## src/rtl/adxl362_spi_slave.sv

```systemverilog
// SPI mode-0 target emulating the ADXL362 register interface: 0x0A write, 0x0B read,
// auto-incrementing address pointer, per-frame shadowed acceleration samples.
module adxl362_spi_slave #(
  parameter logic [7:0] DEVID_AD = 8'hAD,
  parameter logic [7:0] PARTID   = 8'hF2
) (
  input  logic               iclk,
  input  logic               rst,
  input  logic               sclk,
  input  logic               cs,
  input  logic               mosi,
  output logic               miso,
  input  logic signed [11:0] x_in,
  input  logic signed [11:0] y_in,
  input  logic signed [11:0] z_in,
  output logic [7:0]         power_ctl,
  output logic               measure_on,
  output logic               reg_wr,
  output logic               frame_done
);

  typedef enum logic [2:0] {IDLE, CMD, ADDR, DATA, IGNORE} state_t;

  localparam logic [7:0] CMD_WR = 8'h0A;
  localparam logic [7:0] CMD_RD = 8'h0B;
  localparam logic [7:0] A_PWR  = 8'h2D;

  state_t      state, state_n;
  logic [1:0]  sclk_sy, cs_sy, mosi_sy;
  logic        sclk_q, cs_q;
  logic        sclk_s, cs_s, mosi_s;
  logic        rise, fall, cs_fall, cs_rise, byte_done;
  logic [2:0]  bit_cnt;
  logic [7:0]  rx_sh, rx_byte, tx_sh, addr, addr_sel, rd_data;
  logic        is_read;
  logic [11:0] x_sh, y_sh, z_sh;

  assign sclk_s    = sclk_sy[1];
  assign cs_s      = cs_sy[1];
  assign mosi_s    = mosi_sy[1];
  assign rise      = sclk_s & ~sclk_q;
  assign fall      = ~sclk_s & sclk_q;
  assign cs_fall   = cs_q & ~cs_s;
  assign cs_rise   = ~cs_q & cs_s;
  assign byte_done = rise && (bit_cnt == 3'd7);
  assign rx_byte   = {rx_sh[6:0], mosi_s};

  assign measure_on = (power_ctl[1:0] == 2'b10);
  assign miso       = (!cs_s && state == DATA && is_read) ? tx_sh[7] : 1'b0;

  // The first read byte is addressed by the byte still being assembled in ADDR.
  assign addr_sel = (state == ADDR) ? rx_byte : addr;

  always_comb begin
    rd_data = 8'h00;
    case (addr_sel)
      8'h00: rd_data = DEVID_AD;
      8'h01: rd_data = 8'h1D;
      8'h02: rd_data = PARTID;
      8'h03: rd_data = 8'h01;
      8'h08: rd_data = x_sh[11:4];
      8'h09: rd_data = y_sh[11:4];
      8'h0A: rd_data = z_sh[11:4];
      8'h0E: rd_data = x_sh[7:0];
      8'h0F: rd_data = {{4{x_sh[11]}}, x_sh[11:8]};
      8'h10: rd_data = y_sh[7:0];
      8'h11: rd_data = {{4{y_sh[11]}}, y_sh[11:8]};
      8'h12: rd_data = z_sh[7:0];
      8'h13: rd_data = {{4{z_sh[11]}}, z_sh[11:8]};
      A_PWR: rd_data = power_ctl;
      default: rd_data = 8'h00;
    endcase
    if (!measure_on && addr_sel >= 8'h08 && addr_sel <= 8'h13) rd_data = 8'h00;
  end

  always_ff @(posedge iclk or posedge rst) begin
    if (rst) state <= IDLE;
    else     state <= state_n;
  end

  always_comb begin
    state_n = state;
    if (cs_rise) state_n = IDLE;
    else begin
      case (state)
        IDLE: if (cs_fall) state_n = CMD;
        CMD:  if (byte_done) state_n = (rx_byte == CMD_WR || rx_byte == CMD_RD) ? ADDR : IGNORE;
        ADDR: if (byte_done) state_n = DATA;
        default: state_n = state;
      endcase
    end
  end

  always_ff @(posedge iclk or posedge rst) begin
    if (rst) begin
      sclk_sy    <= 2'b00;
      cs_sy      <= 2'b11;
      mosi_sy    <= 2'b00;
      sclk_q     <= 1'b0;
      cs_q       <= 1'b1;
      bit_cnt    <= 3'd0;
      rx_sh      <= 8'h00;
      tx_sh      <= 8'h00;
      addr       <= 8'h00;
      is_read    <= 1'b0;
      x_sh       <= 12'h000;
      y_sh       <= 12'h000;
      z_sh       <= 12'h000;
      power_ctl  <= 8'h00;
      reg_wr     <= 1'b0;
      frame_done <= 1'b0;
    end else begin
      sclk_sy    <= {sclk_sy[0], sclk};
      cs_sy      <= {cs_sy[0], cs};
      mosi_sy    <= {mosi_sy[0], mosi};
      sclk_q     <= sclk_s;
      cs_q       <= cs_s;
      reg_wr     <= 1'b0;
      frame_done <= 1'b0;
      if (cs_rise) begin
        // cs wins over a byte completing in the same cycle: nothing commits.
        bit_cnt <= 3'd0;
        if (state != IDLE) frame_done <= 1'b1;
      end else begin
        case (state)
          IDLE: if (cs_fall) begin
            bit_cnt <= 3'd0;
            is_read <= 1'b0;
            x_sh    <= x_in;
            y_sh    <= y_in;
            z_sh    <= z_in;
          end
          CMD: if (rise) begin
            rx_sh   <= rx_byte;
            bit_cnt <= bit_cnt + 3'd1;
            if (byte_done) is_read <= (rx_byte == CMD_RD);
          end
          ADDR: if (rise) begin
            rx_sh   <= rx_byte;
            bit_cnt <= bit_cnt + 3'd1;
            if (byte_done) begin
              if (is_read) begin
                tx_sh <= rd_data;
                addr  <= rx_byte + 8'd1;
              end else begin
                addr  <= rx_byte;
              end
            end
          end
          DATA: if (rise) begin
            rx_sh   <= rx_byte;
            bit_cnt <= bit_cnt + 3'd1;
            if (byte_done) begin
              addr <= addr + 8'd1;
              if (is_read) tx_sh <= rd_data;
              else begin
                reg_wr <= 1'b1;
                if (addr == A_PWR) power_ctl <= rx_byte;
              end
            end
          end else if (fall && is_read && bit_cnt != 3'd0) begin
            // The fall right after a reload leaves bit 7 on the wire.
            tx_sh <= {tx_sh[6:0], 1'b0};
          end
          default: ;
        endcase
      end
    end
  end

endmodule

```

## config.mk

```make
export PLATFORM = sky130hd
export DESIGN_NAME = adxl362_spi_slave
export DESIGN_NICKNAME = d
export VERILOG_FILES = /design/src/rtl/adxl362_spi_slave.sv
export SDC_FILE = /design/constraint.sdc
export NUM_CORES = 1
export LEC_CHECK = 0
export CAP_MARGIN = 20
export CELL_PAD_IN_SITES_DETAIL_PLACEMENT = 0
export CELL_PAD_IN_SITES_GLOBAL_PLACEMENT = 1
export CORE_ASPECT_RATIO = 0.9
export CORE_MARGIN = 5
export CORE_UTILIZATION = 45
export CTS_BUF_LIST = sky130_fd_sc_hd__clkbuf_16
export CTS_CLUSTER_DIAMETER = 200
export CTS_CLUSTER_SIZE = 16
export DETAILED_ROUTE_END_ITERATION = 7
export PLACE_DENSITY_LB_ADDON = 0.1
export SLEW_MARGIN = 20
export SYNTH_ARGS = -nofsm -noshare
export SYNTH_HDL_FRONTEND = slang
export SYNTH_SLANG_ARGS = --single-unit
```

## constraint.sdc

```tcl
create_clock -name iclk -period 3.5 [get_ports iclk]
set_input_delay 0.7 -clock iclk [delete_from_list [all_inputs] [get_ports iclk]]
set_output_delay 0.7 -clock iclk [all_outputs]
set_load 0.02 [all_outputs]
```

Word level (Yosys, flattened, before mapping). Cells that the tools add are included.

Flip-flop bits (word level): 84. Latch bits: 0. Memory bits (writable): 0. ROM bits: 0. Memories kept: 0. Logic and storage cells: 129. Input port bits: 41. Output and inout port bits: 12.

Div/mod/pow operators: 0. $add $sub $neg: 3. Bitwise logic cells: 10. Shift operators: 0. Eq/ne operators: 33. Multiplexer cells: 37. Reduce and logical (&&, ||, !) cells: 27. Multiply operators: 0. $lt $le $gt $ge: 2.

Operator list (count): 8-bit one-hot mux with 14 select lines (1); 8-bit two-way mux (12); 8-bit by 4-bit == test with 1-bit output (second input constant) (7); 8-bit by 5-bit == test with 1-bit output (second input constant) (4); 8-bit one-hot mux with 2 select lines (2); 3-bit two-way mux (8); 8-bit by 1-bit adder with 8-bit output (second input constant) (2); 8-bit by 2-bit == test with 1-bit output (second input constant) (2); 8-bit by 6-bit == test with 1-bit output (second input constant) (2); 2-bit inequality test (second input constant) (7); 6-bit AND reduction (2); 1-bit two-way mux (11); 3-bit inequality test (second input constant) (3); 3-bit one-hot mux with 3 select lines (1); 3-bit AND reduction (3); 3-bit nonzero test (3); 8-bit by 1-bit == test with 1-bit output (second input constant) (1); 8-bit by 4-bit greater-or-equal comparator with 1-bit output (second input constant) (1); 8-bit by 5-bit less-or-equal comparator with 1-bit output (second input constant) (1); 8-bit logical NOT (1); 4-bit AND reduction (2); 1-bit logical AND (7); 3-bit by 2-bit == test with 1-bit output (second input constant) (2); 1-bit NOT (6); 16 further kinds (21).

Longest topological paths before layout.
Word-level depth: 10. Gate-level depth with buffers: 9. Gate-level depth less buffers: 8.

Worst setup path before layout. OpenSTA, ideal clock, no wires.

Kind: reg2reg. From: register cs_q. To: register power_ctl[0]. Clock period less this slack: 2359 ps. Buffers on the path: 2. Data arrival time: 2235 ps. Cell stages (with the launch flop): 10. Slack: 1141 ps. Setup time: 125 ps. Path through: dfstp_2 -> inv_1 -> ha_1 -> clkbuf_1 -> nor2_1 -> nand3_1 -> nor3b_1 -> and3_1 -> buf_2 -> mux2_2.

Word-level cells in the longest chain between the ends: 4.

Ends and longest elaborated chain: from (decl) (line 30) `logic sclk_q, cs_q;`; from (signal assigned) (line 117) `cs_q <= cs_s;`; 1-bit NOT (line 44) `assign cs_rise = ~cs_q & cs_s;`; 1-bit bitwise AND (line 44); 1-bit NOT (no source line); 6-bit AND reduction (no source line); to (signal assigned) (line 158) `if (addr == A_PWR) power_ctl <= rx_byte;`; to (decl) (line 16) `output logic [7:0] power_ctl,`.

Every way passes these cells. A chain may end at the register's enable or synchronous reset.

Worst setup path after layout.
From: register state[2]. To: output port miso.

Word-level cells in the longest chain between the ends: 4.

Ends and longest elaborated chain: from (decl) (line 28) `state_t state, state_n;`; from (signal assigned) (line 78) `else state <= state_n;`; 3-bit by 2-bit == test with 1-bit output (line 49) `assign miso = (!cs_s && state == DATA && is_read) ? tx_sh[7] : 1'b0;`; 1-bit logical AND (2 in a row) (line 49); 1-bit two-way mux (line 49); to (decl) (line 12) `output logic miso,`.

Every way passes these cells.

==> summary.md <==
| Metric | Value |
|---|---|
| Post-synth ARST share | 100% |
| Post-synthesis xor/xnor area fraction | 1.25% |
| Number of clock buffers inserted by TritonCTS | 9 |
| Worst setup slack after layout | 0.384 ns |
| Top FF cell, synth | dfrtp_1 |
| Area Overhead vs Synth | 18.3% |
| Relative slew margins | 52.6% |
| Flop pwr share | 46.6% |
| Post-CTS setup repair buffer count | 0 |
| Total Routed Length | 14100 um |
| Tmin final | 3.12 ns |
| Vias/cell | 6.08 |
| Final HPWL DP | 10600 um |
| WHS Path Cells | 0 |
| Placed cells | 647 |
| Crit share post-route | 89.0% |
| Slew Limit Fails | 0 |
| Register area share after synthesis | 43.0% |
| Overflow left after global routing | 0 |
| YS warnings | 0 |
| Initial antenna violation count | 0 |
| Synth Area in Simple Gates | 18.2% |
| Clock share of power | 28.8% |
| Fin util | 54.1% |
| Fillers | 989 |
| Cell Area, Synth | 4900 um2 |
| Die W | 120 um |
| Final setup fails | 0 |
| Clock root buffer | clkbuf_16 |
| P_leak | 2.37 nW |
| Leading cell type in the layout, fill and taps excluded | dfrtp_1 |
| Nets | 576 |
| Total track usage | 22.2% |
| Post-Synthesis Cells | 488 |
| CTS Sinks | 84 |
| Worst-Skew Late Latency | 0.35 ns |
| Post-CTS Hold Fix Bufs | 0 |
| Pre-CTS setup slack | 0.683 ns |
| H-tree levels | 3 |
| Largest net degree at the start of global routing | 45 |
| CP startpoint kind | register |
| Crit path DAT | 2.42 ns |
| Cell Rows | 36 |
| Max VDD drop | 378 uV |
| Post-synth EDFFs | 0 |
| Worst-case reg-to-reg path depth | 6 |
| Ant diodes | 0 |
| Worst hold path class | register to register |
| Non-filler cells in the finished layout | 663 |
| Synth unique cells | 68 |
| Vias | 4029 |
| # IOs | 53 |
| Global-route wire length before repair | 22300 um |
| RSZ-0062 raised after global routing | no |
| Adder-cell share of the synthesized area | 2.55% |
| Net load switching power | 1.18 mW |
| Die area | 13100 um2 |
| R2R Path End | tx_sh[2] |
| Overall Power | 3.42 mW |
| Die Y-Extent | 109 um |
| Combinational family with the most area after synthesis | simple AND/OR/NAND/NOR gates |
| Max Root-Sink Buffers | 2 |
| Worst-path clk slew | 0.06 ns |
| Initial Utilization | 45.7% |
| Top delay family on crit path | simple AND/OR/NAND/NOR gates |
| Worst Setup End Kind | primary output |
| Vias in the first global route | 4033 |
| Worst Path Buf+Inv | 1 |
| Post-CTS Resized | 0 |
| Hold slack | 0.352 ns |
| Initial DRC Count | 370 |
| Synth Register Bits | 84 |
| CP max FO | 13 |
| Routed length per instance | 21.2 um |
| Commonest cells after routing, fill and taps aside | dfrtp_1, clkdlybuf4s50_1, mux2_2 |
| Post-Syn Nets | 539 |
| Reg2reg setup slack | 0.65 ns |
| Comb pwr share | 24.6% |
| RR Startpoint | state[1] |
| Non-Filler Cell Area, Final | 5790 um2 |
| Routability cong. | 0.993 |
| Layout cells sized above 1 | 18.7% |
| Switching part of the total power | 34.4% |
| Worst hold path endpoint | sclk_sy[1] |
| Drt first pass iters | 5 |
| Crit path cell chain | nand3b_2, nor3_1, clkdlybuf4s50_1 |
| Syn_area_per_cell | 10.0 um2 |
| Fin. Hold Viols | 0 |
| Critical path class | register to primary output |
| Worst path required time | 2.80 ns |
| Clk_skew | 0.00867 ns |
| Placed cell area | 5490 um2 |
| Multiplexer share of the synthesized area | 13.4% |
| DRT antenna net count | 0 |
| Worst-Margin Slew | 0.711 ns |
| Max Freq | 321 MHz |
| Hold Path Origin | sclk_sy[0] |
| Int Pwr | 2.24 mW |
| Synth Area in Compound Gates | 17.0% |
| Outcome | completed |
| Biggest cell delay along the critical path | 0.68 ns |
| Power per Cell Area | 590 nW/um2 |
| Core area | 10700 um2 |
| Port buffer count | 52 |
| Clock tree from TritonCTS | yes |
| Drc violations | 0 |
| Setup TNS Final | 0 ns |
| MaxCap Viol Count | 0 |
| CP max stage cell | clkdlybuf4s50_1 |
==> power by group through the flow <==
stage          Clock, mW  Combinational [mW]  Sequential (mW)
3_5_place_dp           0               0.834             1.60
5_1_grt             1.05               0.926             1.64
6_report           0.985               0.841             1.59
3_3_place_gp           0               0.825             1.59
4_1_cts             1.01               0.841             1.59
2_1_floorplan          0               0.734             1.40
==> per-layer routing <==
metal  up-vias  GRT usage, %  wire (um)
li1       1897             -          -
met1      1950          32.2       6650
met5         -             0          0
met3        16          5.76       1130
met4         0          7.52        294
met2       166          32.2       6000
==> cell usage after synthesis, types with 11 or more instances <==
master	number	area share, %
nor2_1	27	2.1
dfrtp_1	81	41
a22oi_1	20	3.1
nand2_1	34	2.6
inv_1	14	1.1
a21oi_1	26	2.7
buf_2	11	1.1
nor3_1	15	1.5
nor4_1	11	1.4
clkbuf_1	18	1.4
o21ai_0	34	3.5
mux2_2	51	12
==> how the worst max path moves through the flow <==
stage / start / end / slack (ns) / depth (start not counted)
global route: state[1] / miso / 0.25 / 3
global placement: state[1] / tx_sh[2] / 0.70 / 6
floorplan: rst / addr[0] / 0.64 / 1
CTS: state[2] / miso / 0.39 / 3
detailed placement: state[1] / tx_sh[2] / 0.68 / 6
finish: state[2] / miso / 0.38 / 3
==> state kept, by name, summed over array words and instances (netlist names) <==
signal / count
bit_cnt: 3
sclk_sy: 2
rx_sh: 7
z_sh: 12
cs_sy: 2
addr: 8
frame_done: 1
reg_wr: 1
sclk_q: 1
is_read: 1
x_sh: 12
state: 3
power_ctl: 8
mosi_sy: 2
tx_sh: 8
cs_q: 1
y_sh: 12
==> cells by family after synthesis <==
group,count (synthesis)
simple gates,154
compound gates,126
flops,84
mux,59
buf+inv,48
fa+ha+maj,10
xor+xnor,7
==> worst register-to-register path, stage by stage, from the launching register on <==
cell and delay (ns):
dfrtp_1 0.61, or3b_1 0.71, mux2i_2 0.67, a22oi_1 0.20, a31oi_1 0.24, and4b_1 0.24
a21oi_1 0.12
==> final cells by class <==
cell class	count	area [um2]	share of cell area, %
multi-input cells	356	2570	44.4
clock inverters	7	80.1	1.38
repair buffers	60	593	10.2
inverters	14	53.8	0.929
well taps	133	166	2.87
clock buffers	9	225	3.89
flip-flops and latches	84	2110	36.3
Power figures use the tool's default switching activity.
